File: config.mk
export PLATFORM = sky130hd
export DESIGN_NAME = uart_receiver
export DESIGN_NICKNAME = d
export VERILOG_FILES = /design/src/rtl/uart_pkg.sv /design/src/rtl/baud_controller.sv /design/src/rtl/uart_receiver.sv
export SDC_FILE = /design/constraint.sdc
export NUM_CORES = 1
export LEC_CHECK = 0
export ABC_AREA = 1
export BUFFER_PORTS_ARGS = -buffer_cell sky130_fd_sc_hd__buf_2
export CAP_MARGIN = 25
export CELL_PAD_IN_SITES_DETAIL_PLACEMENT = 2
export CELL_PAD_IN_SITES_GLOBAL_PLACEMENT = 2
export CORE_MARGIN = 2
export CORE_UTILIZATION = 39
export DETAILED_ROUTE_END_ITERATION = 10
export PLACE_DENSITY = 0.93
export SYNTH_ARGS = -nofsm -noshare
export SYNTH_HDL_FRONTEND = slang
export SYNTH_SLANG_ARGS = --single-unit
File: constraint.sdc
create_clock -name clk -period 3.99 [get_ports clk]
set_input_delay 0.798 -clock clk [delete_from_list [all_inputs] [get_ports clk]]
set_output_delay 0.798 -clock clk [all_outputs]
set_load 0.01 [all_outputs]
File: src/rtl/uart_pkg.sv
// Shared UART constants: baud divisor table, 8E1 frame format and receiver state encoding.
package uart_pkg;

    localparam int unsigned UART_OVERSAMPLE = 16;
    localparam int          DATA_BITS       = 8;
    // Parity selector: 0 = even parity, 1 = odd parity.
    localparam logic        PARITY_ODD      = 1'b0;

    typedef enum logic [2:0] {
        RX_IDLE,
        RX_START,
        RX_DATA,
        RX_PARITY,
        RX_STOP
    } rx_state_t;

    function automatic int unsigned baud_rate(input logic [2:0] sel);
        case (sel)
            3'd0:    return 300;
            3'd1:    return 1200;
            3'd2:    return 4800;
            3'd3:    return 9600;
            3'd4:    return 19200;
            3'd5:    return 38400;
            3'd6:    return 57600;
            default: return 115200;
        endcase
    endfunction

    // Rounded divisor from system clock to one oversample tick.
    function automatic logic [15:0] baud_div(input int unsigned clk_hz,
                                             input int unsigned os,
                                             input logic [2:0]  sel);
        int unsigned den;
        den = os * baud_rate(sel);
        return 16'((clk_hz + den / 2) / den);
    endfunction

endpackage

File: src/rtl/baud_controller.sv
// Oversample tick generator: one-cycle tick every DIV clocks, phase restarted while clear is high.
module baud_controller
    import uart_pkg::*;
#(
    parameter int unsigned CLK_FREQ_HZ = 50_000_000,
    parameter int unsigned OVERSAMPLE  = UART_OVERSAMPLE
) (
    input  logic       clk,
    input  logic       rst_n,
    input  logic       clear,
    input  logic [2:0] baud_select,
    output logic       tick
);

    logic [15:0] div_table [8];
    logic [15:0] cnt_q;

    // Divisors are elaboration-time constants; only a mux remains in hardware.
    for (genvar g = 0; g < 8; g++) begin : g_div
        localparam logic [15:0] DIV = baud_div(CLK_FREQ_HZ, OVERSAMPLE, 3'(g));
        assign div_table[g] = DIV;
    end

    always_ff @(posedge clk or negedge rst_n) begin
        if (!rst_n) begin
            cnt_q <= '0;
        end else if (clear || cnt_q == '0) begin
            cnt_q <= div_table[baud_select] - 16'd1;
        end else begin
            cnt_q <= cnt_q - 16'd1;
        end
    end

    assign tick = !clear && (cnt_q == '0);

endmodule

File: src/rtl/uart_receiver.sv
// 8E1 UART receiver with oversampled bit recovery, framing/parity flags and a one-cycle valid strobe.
// Build option RX_MAJORITY_VOTE_EN: each bit is the 2-of-3 vote of ticks 7/8/9 instead of tick 8 alone.
//   state     | meaning
//   RX_IDLE   | line idle, waiting for a low level while Rx_EN is high
//   RX_START  | confirming the start bit at mid-bit (high there = glitch)
//   RX_DATA   | shifting in data bits, LSB first
//   RX_PARITY | sampling the even-parity bit
//   RX_STOP   | sampling the stop bit, presenting byte and flags
module uart_receiver
    import uart_pkg::*;
#(
    parameter int unsigned CLK_FREQ_HZ = 50_000_000,
    parameter int unsigned OVERSAMPLE  = UART_OVERSAMPLE,
    parameter int unsigned SYNC_STAGES = 2
) (
    input  logic       clk,
    input  logic       reset,
    input  logic [2:0] baud_select,
    input  logic       Rx_EN,
    input  logic       RxD,
    output logic [7:0] Rx_DATA,
    output logic       Rx_VALID,
    output logic       Rx_FERROR,
    output logic       Rx_PERROR
);

    localparam int OS_W  = $clog2(OVERSAMPLE);
    localparam int BIT_W = $clog2(DATA_BITS);
    typedef logic [OS_W-1:0] os_t;
    localparam os_t OS_LAST = os_t'(OVERSAMPLE - 1);

    rx_state_t              state_q, state_d;
    logic [SYNC_STAGES-1:0] sync_q;
    logic                   rxd_s;
    logic [2:0]             baud_q, baud_eff;
    logic                   tick, decide, bit_val;
    os_t                    os_cnt;
    logic [BIT_W-1:0]       bit_cnt;
    logic [DATA_BITS-1:0]   shift_q;
    logic                   perr_q;
    logic                   start_ok, take_data, take_parity, take_stop;

    always_ff @(posedge clk or negedge reset) begin
        if (!reset) sync_q <= '1;
        else        sync_q <= {sync_q[SYNC_STAGES-2:0], RxD};
    end
    assign rxd_s = sync_q[SYNC_STAGES-1];

    // While idle the divider tracks the live selection so the first tick of a frame already uses it.
    assign baud_eff = (state_q == RX_IDLE) ? baud_select : baud_q;

    baud_controller #(
        .CLK_FREQ_HZ (CLK_FREQ_HZ),
        .OVERSAMPLE  (OVERSAMPLE)
    ) u_baud (
        .clk         (clk),
        .rst_n       (reset),
        .clear       (state_q == RX_IDLE),
        .baud_select (baud_eff),
        .tick        (tick)
    );

`ifdef RX_MAJORITY_VOTE_EN
    localparam int DECIDE_AT = OVERSAMPLE / 2 + 1;
    logic [1:0] vote_q;

    always_ff @(posedge clk or negedge reset) begin
        if (!reset) begin
            vote_q <= '0;
        end else if (tick && (os_cnt == os_t'(DECIDE_AT - 3) || os_cnt == os_t'(DECIDE_AT - 2))) begin
            vote_q <= {vote_q[0], rxd_s};
        end
    end
    assign bit_val = (vote_q[1] & vote_q[0]) | (vote_q[1] & rxd_s) | (vote_q[0] & rxd_s);
`else
    localparam int DECIDE_AT = OVERSAMPLE / 2;
    assign bit_val = rxd_s;
`endif

    // os_cnt wraps once per bit, so the mid-bit decision recurs at the same count for every bit.
    assign decide = tick && (os_cnt == os_t'(DECIDE_AT - 1));

    always_ff @(posedge clk or negedge reset) begin
        if (!reset) state_q <= RX_IDLE;
        else        state_q <= state_d;
    end

    always_comb begin
        state_d     = state_q;
        start_ok    = 1'b0;
        take_data   = 1'b0;
        take_parity = 1'b0;
        take_stop   = 1'b0;
        if (!Rx_EN) begin
            state_d = RX_IDLE;
        end else begin
            case (state_q)
                RX_IDLE: if (!rxd_s) state_d = RX_START;
                RX_START: begin
                    if (decide) begin
                        if (bit_val) begin
                            state_d = RX_IDLE;
                        end else begin
                            state_d  = RX_DATA;
                            start_ok = 1'b1;
                        end
                    end
                end
                RX_DATA: begin
                    if (decide) begin
                        take_data = 1'b1;
                        if (bit_cnt == BIT_W'(DATA_BITS - 1)) state_d = RX_PARITY;
                    end
                end
                RX_PARITY: begin
                    if (decide) begin
                        take_parity = 1'b1;
                        state_d     = RX_STOP;
                    end
                end
                RX_STOP: begin
                    if (decide) begin
                        take_stop = 1'b1;
                        state_d   = RX_IDLE;
                    end
                end
                default: state_d = RX_IDLE;
            endcase
        end
    end

    always_ff @(posedge clk or negedge reset) begin
        if (!reset) begin
            baud_q    <= '0;
            os_cnt    <= '0;
            bit_cnt   <= '0;
            shift_q   <= '0;
            perr_q    <= 1'b0;
            Rx_DATA   <= 8'h00;
            Rx_VALID  <= 1'b0;
            Rx_FERROR <= 1'b0;
            Rx_PERROR <= 1'b0;
        end else begin
            Rx_VALID <= 1'b0;
            if (state_q == RX_IDLE && state_d == RX_START) baud_q <= baud_select;

            if (state_q == RX_IDLE || state_d == RX_IDLE) begin
                os_cnt  <= '0;
                bit_cnt <= '0;
            end else if (tick) begin
                os_cnt <= (os_cnt == OS_LAST) ? '0 : os_cnt + 1'b1;
            end

            if (take_data) begin
                shift_q <= {bit_val, shift_q[DATA_BITS-1:1]};
                bit_cnt <= bit_cnt + 1'b1;
            end
            if (start_ok) begin
                Rx_FERROR <= 1'b0;
                Rx_PERROR <= 1'b0;
            end
            if (take_parity) perr_q <= (^{shift_q, bit_val}) ^ PARITY_ODD;
            if (take_stop) begin
                Rx_DATA   <= shift_q;
                Rx_FERROR <= ~bit_val;
                Rx_PERROR <= perr_q;
                Rx_VALID  <= bit_val & ~perr_q;
            end
        end
    end

endmodule
**Word-level counts from Yosys, hierarchy flattened**

Memory sizes are Yosys's and may differ from the RTL's.
Index checks and enable logic that the tools add are counted.

- Add/sub/neg operators: 4
- Order comparisons: 1
- Equality and inequality tests: 8
- Muxes and demuxes: 33
- Bitwise logic cells: 4
- Reduce and logical (&&, ||, !) cells: 13

Operators by type and width:

| cell | count |
|---|---|
| 16-bit two-way mux | 3 |
| 16-bit by 1-bit subtractor with 16-bit output, second input constant | 2 |
| 3-bit two-way mux | 10 |
| 16-bit logical NOT | 1 |
| 1-bit two-way mux | 15 |
| 3-bit one-hot mux with 5 select lines | 1 |
| 4-bit two-way mux | 3 |
| 9-bit XOR reduction | 1 |
| 3-bit by 1-bit equality test with 1-bit output, second input constant | 2 |
| 3-bit by 2-bit equality test with 1-bit output, second input constant | 2 |
| 3-bit equality test, second input constant | 2 |
| 3-bit logical NOT | 2 |
| 2-bit nonzero test | 3 |
| 4-bit by 1-bit adder with 4-bit output, second input constant | 1 |
| 4-bit by 3-bit equality test with 1-bit output, second input constant | 1 |
| 4-bit equality test, second input constant | 1 |
| 4-bit greater-or-equal comparator, second input constant | 1 |
| 3-bit inverter with 4-bit output | 1 |
| 3-bit by 1-bit adder with 3-bit output, second input constant | 1 |
| 1-bit logical AND | 3 |
| 1-bit logical OR | 2 |
| 2-bit two-way mux | 1 |
| 1-bit inverter | 2 |
| 1-bit bitwise AND | 1 |
| 1-bit logical NOT | 1 |

- Register bits after elaboration: 51
- ROM bits: 128
- Word-level logic and storage cells: 76
- Memories kept: 1

Memories:

| memory | depth | bits a word | read ports | clocked after memory_dff | write ports | line | RTL |
|---|---|---|---|---|---|---|---|
| (no name shown) | 8 | 16 | 1 | 0 | 0 | baud_controller.sv:28 | `cnt_q <= div_table[baud_select] - 16'd1;` |

**Longest topological paths before layout**

- Depth in word-level cells: 11
- Mapped depth: 17
- Depth with buffers taken out: 16

**Hierarchy**

A second synthesis with hierarchy kept.

- Cell total of the unflattened synthesis: 405
- Area, all modules: 3138.0 um2

By module, submodules not included:

| module | instances | cells each | area an instance (um2) | seq. area each (um2) |
|---|---|---|---|---|
| uart_receiver | 1 | 192 | 1641.6 | 878.3 |
| baud_controller | 1 | 213 | 1496.4 | 400.4 |

**Least setup slack after synthesis**

Ideal clock, no wire load.

- Kind: input-to-reg
- From: input baud_select[0]
- To: register u_baud.cnt_q[8]
- Library setup time: 131 ps
- Arrival time: 2257 ps
- Required time: 3859 ps
- Path slack: 1602 ps
- Cell stages on the path: 11
- Path buffers: 0
- Cell sequence: o21ai_2 > ha_1 > inv_1 > nand2_2 > nand3_2 > o21ai_2 > ha_1 > nand3_2 > nor2_4 > nand2_1 > xor2_1

- Cells in the longest elaborated chain, start to end: 7

RTL lines:

| what | line | RTL |
|---|---|---|
| start: declaration | uart_receiver.sv:18 | `input logic [2:0] baud_select,` |
| 3-bit two-way mux | uart_receiver.sv:50 | `assign baud_eff = (state_q == RX_IDLE) ? baud_select : baud_q;` |
| 3-bit inverter with 4-bit output (not written as such) | baud_controller.sv:28 |  |
| memory 8 x 16 bit | - |  |
| 16-bit two-way mux (not written as such) (2 in a row) | baud_controller.sv:28 |  |
| 16-bit by 1-bit subtractor with 16-bit output | baud_controller.sv:28 |  |
| 16-bit two-way mux | baud_controller.sv:27 | `end else if (clear \|\| cnt_q == '0) begin` |
| end signal: assignment | baud_controller.sv:28 |  |
| end signal: assignment | baud_controller.sv:30 | `cnt_q <= cnt_q - 16'd1;` |
| end: declaration | baud_controller.sv:16 | `logic [15:0] cnt_q;` |

No other way between the ends. The select of a mux whose other input is x is not followed.
A chain may end at the register's enable or synchronous reset.

**Worst setup path in the final report**

- From: register state_q[1]
- To: register u_baud.cnt_q[8]

- Cells in the longest elaborated chain, start to end: 8

RTL lines:

| what | line | RTL |
|---|---|---|
| start: declaration | uart_receiver.sv:32 | `rx_state_t state_q, state_d;` |
| start signal: assignment | uart_receiver.sv:85 | `else state_q <= state_d;` |
| 3-bit logical NOT (*) | uart_receiver.sv:50, uart_receiver.sv:58 |  |
| 3-bit two-way mux | uart_receiver.sv:50 |  |
| 3-bit inverter with 4-bit output (not written as such) | baud_controller.sv:28 |  |
| memory 8 x 16 bit | - |  |
| 16-bit two-way mux (not written as such) (2 in a row) | baud_controller.sv:28 |  |
| 16-bit by 1-bit subtractor with 16-bit output | baud_controller.sv:28 |  |
| 16-bit two-way mux (*) | baud_controller.sv:27 |  |

Every way passes the cells marked *; elsewhere a longest branch is shown, timed or not. The select of a mux whose other input is x is not followed.

==> run summary <==
First-pass GRT wire length: 14800 um
Clock buffer depth: 2
Critical path's slowest cell: dfrtp_1
Overflow left after global routing: 0
Max-cap violations: 0
Drt drc: 0
DP HPWL: 6400 um
Post-synth EDFFs: 0
First drt pass iteration count: 4
Final worst setup slack: 1230 ps
Least-Margin Pin Slew: 780 ps
Static Leak: 0.00165 uW
Status: finished clean
Final slew viol count: 0
Antenna Nets Post-Route: 0
Non-Filler Instances: 483
FFs w/ async S/R, synth: 100%
Final setup vio count: 0
Crit-path cells: nor2_2 > nand2_4 > nand2_1 > o21ai_2 > inv_1 > ha_1 > inv_1 > nand2_2 > nand3_2 > o21ai_2 > ha_1 > nand3_2 > nor2_4 > nand2_1 > xor2_1
Synthesized area per cell: 7.98 um^2
Cts hold-fix bufs: 0
CP max FO: 15
Combinational Power Share: 24.2%
DP Area: 3080 um^2
Synth Register Bits: 51
Worst skew pair latency: 320 ps
Synth warn: 0
Post-route clock period utilization: 69.1%
Pwr/cell area: 407 nW/um^2
Max incr delay on CP: 460 ps
Area grow syn2layout: 9.83%
Initial antenna violation count: 0
Final Cell Area: 3200 um^2
Placed insts: 475
Critical Path End Type: register
Yosys cell types: 32
CTS resizes: 0
Clock slew at reported path FFs: 110 ps
Minimum clock period after layout: 2760 ps
Worst setup SP type: register
I/O pins: 18
Num CTS Buffers: 5
Row count: 31
Share of cells above drive strength 1: 16.7%
H-tree Lvls: 2
Die H: 90.4 um
RSZ-0062 raised after global routing: false
Port bufs: 17
Pre-CTS setup slack: 1220 ps
Root Driver: clkbuf_8
Sequential share of power: 45.8%
Main synth FF type: dfrtp_1
Vias: 2454
Initial DRC Count: 58
Core ar.: 7250 um^2
Peak supply drop: 0.130 mV
Num Clock Sinks: 51
Tot Pwr: 1300 uW
Crit path required time: 4180 ps
Setup CP Type: register to register
Worst Path Arrival: 2940 ps
Hold Vio Cnt, Final: 0
Setup TNS: 0 ps
Worst Path Buf+Inv: 2
Peak Freq: 363 MHz
Vias in the first global route: 2891
CTS tree: yes
CP top delay family: simple AND/OR/NAND/NOR gates
Nets: 400
Clk network pwr share: 30.0%
WL per Instance: 18.3 um
Syn_nets: 382
Antenna cells: 0
GRT Total Usage: 22.9%
Initial Util: 40.2%
Die W: 90.4 um
Sw power: 459 uW
Mapped cell area: 2910 um^2
Clk_skew: 9.02 ps
Post-synthesis sequential area ratio: 43.9%
Sw Share: 35.3%
Hold Crit Class: register to register
Largest net degree at the start of global routing: 33
Mapped Cells: 365
Gpl congestion: 0.813
Die outline area: 8180 um^2
Max-Slew Margin vs Limit: 48.0%
Cell Int Power: 842 uW
Setup Fix Bufs, Post-CTS: 0
Vias per cell: 5.08
Final wirelength: 8830 um
final timing paths:
kind / startpoint / endpoint / slack, ps / cells past startpoint
min reg2reg: sync_q[0]$_DFF_PN1_ / sync_q[1]$_DFF_PN1_ / 370 / 0
max in group asynchronous: reset / sync_q[1]$_DFF_PN1_ / 2630 / 2
min: sync_q[0]$_DFF_PN1_ / sync_q[1]$_DFF_PN1_ / 370 / 0
max reg2reg: state_q[1]$_DFF_PN0_ / u_baud.cnt_q[8]$_DFF_PN0_ / 1230 / 15
max: state_q[1]$_DFF_PN0_ / u_baud.cnt_q[8]$_DFF_PN0_ / 1230 / 15
min in group asynchronous: reset / Rx_DATA[5]$_DFFE_PN0P_ / 540 / 1
final cells by class:
type	instances	area, um^2
Tap cell	99	124
Clock inverter	3	47.5
Clock buffer	5	68.8
Inverter	47	176
Timing Repair Buffer	18	92.6
Fill cell	847	4050
Sequential cell	51	1280
Multi-Input combinational cell	260	1410
registers in the layout, summed over array words and instances, names as in the netlist:
register,cells
u_baud.cnt_q,16
sync_q,2
os_cnt,4
bit_cnt,3
Rx_DATA,8
perr_q,1
Rx_VALID,1
shift_q,8
Rx_PERROR,1
baud_q,3
Rx_FERROR,1
state_q,3
power groups by stage:
stage | combinational [uW] | clock, uW | sequential, uW
finish | 315 | 391 | 595
global route | 349 | 419 | 599
CTS | 318 | 396 | 595
detailed placement | 308 | 0 | 604
global placement | 283 | 0 | 599
floorplan | 225 | 0 | 593
worst reg2reg max path, cell delays in order (launching register included):
cell	delay, ps
dfrtp_1	460
nor2_2	190
nand2_4	180
nand2_1	130
o21ai_2	130
inv_1	120
ha_1	140
inv_1	50
nand2_2	70
nand3_2	140
o21ai_2	170
ha_1	240
nand3_2	140
nor2_4	210
nand2_1	90
xor2_1	150
cell families after synthesis:
| kind of cell | Yosys count | synth area share (%) |
|---|---|---|
| buffers and inverters | 54 | 7.64 |
| multiplexers | 1 | 0.386 |
| adder cells (fa/ha/maj) | 10 | 4.29 |
| AND/OR/NAND/NOR | 194 | 30.7 |
| AO/OA/AOI/OAI | 38 | 7.94 |
| flip-flops | 51 | 43.9 |
| XOR/XNOR | 17 | 5.11 |
per-layer routing:
metal  GRT usage, %  part of all wire (%)
met1           26.9                    43
met2           43.7                    54
met3           2.75                   1.1
met4           6.15                   1.4
met5              0                     0
synthesized netlist by cell type (2+ instances only):
cell type	n	area, um^2
nand4_1	8	50.1
inv_1	45	169
clkbuf_1	3	11.3
a21oi_1	4	20.0
nor3_1	5	25.0
ha_1	10	125
nor2_1	28	105
nand3_2	3	30.0
nand2_1	105	394
nor2_2	7	43.8
nand2_4	3	33.8
xor2_1	12	105
nor2_4	2	22.5
buf_6	2	22.5
nand2_2	7	43.8
o21ai_2	8	70.1
inv_2	2	7.51
dfstp_2	2	52.6
o21ai_1	2	10.0
xnor2_1	5	43.8
o21ai_0	23	115
dfrtp_1	49	1230
nand3_1	21	105
through the flow:
step	utilization [%]	hold WS, ps
floorplan	-	345
global placement	42.5	347
detailed placement	42.5	350
CTS	44.1	367
global route	44.1	374
finish	44.1	366
placed cells by master (no fill, tap or decap), types with 2 or more instances in the layout:
cell / netlist / routed
a21oi_1: 4 / 4
buf_2: 1 / 17
clkbuf_8: 0 / 5
dfrtp_1: 49 / 49
dfstp_2: 2 / 2
ha_1: 10 / 10
inv_1: 45 / 45
inv_2: 2 / 2
nand2_1: 105 / 105
nand2_2: 7 / 7
nand2_4: 3 / 3
nand3_1: 21 / 21
nand3_2: 3 / 3
nand4_1: 8 / 8
nor2_1: 28 / 28
nor2_2: 7 / 7
nor2_4: 2 / 2
nor3_1: 5 / 5
o21ai_0: 23 / 23
o21ai_1: 2 / 2
o21ai_2: 8 / 8
xnor2_1: 5 / 5
xor2_1: 12 / 12
(Power assumes the default switching activity.)
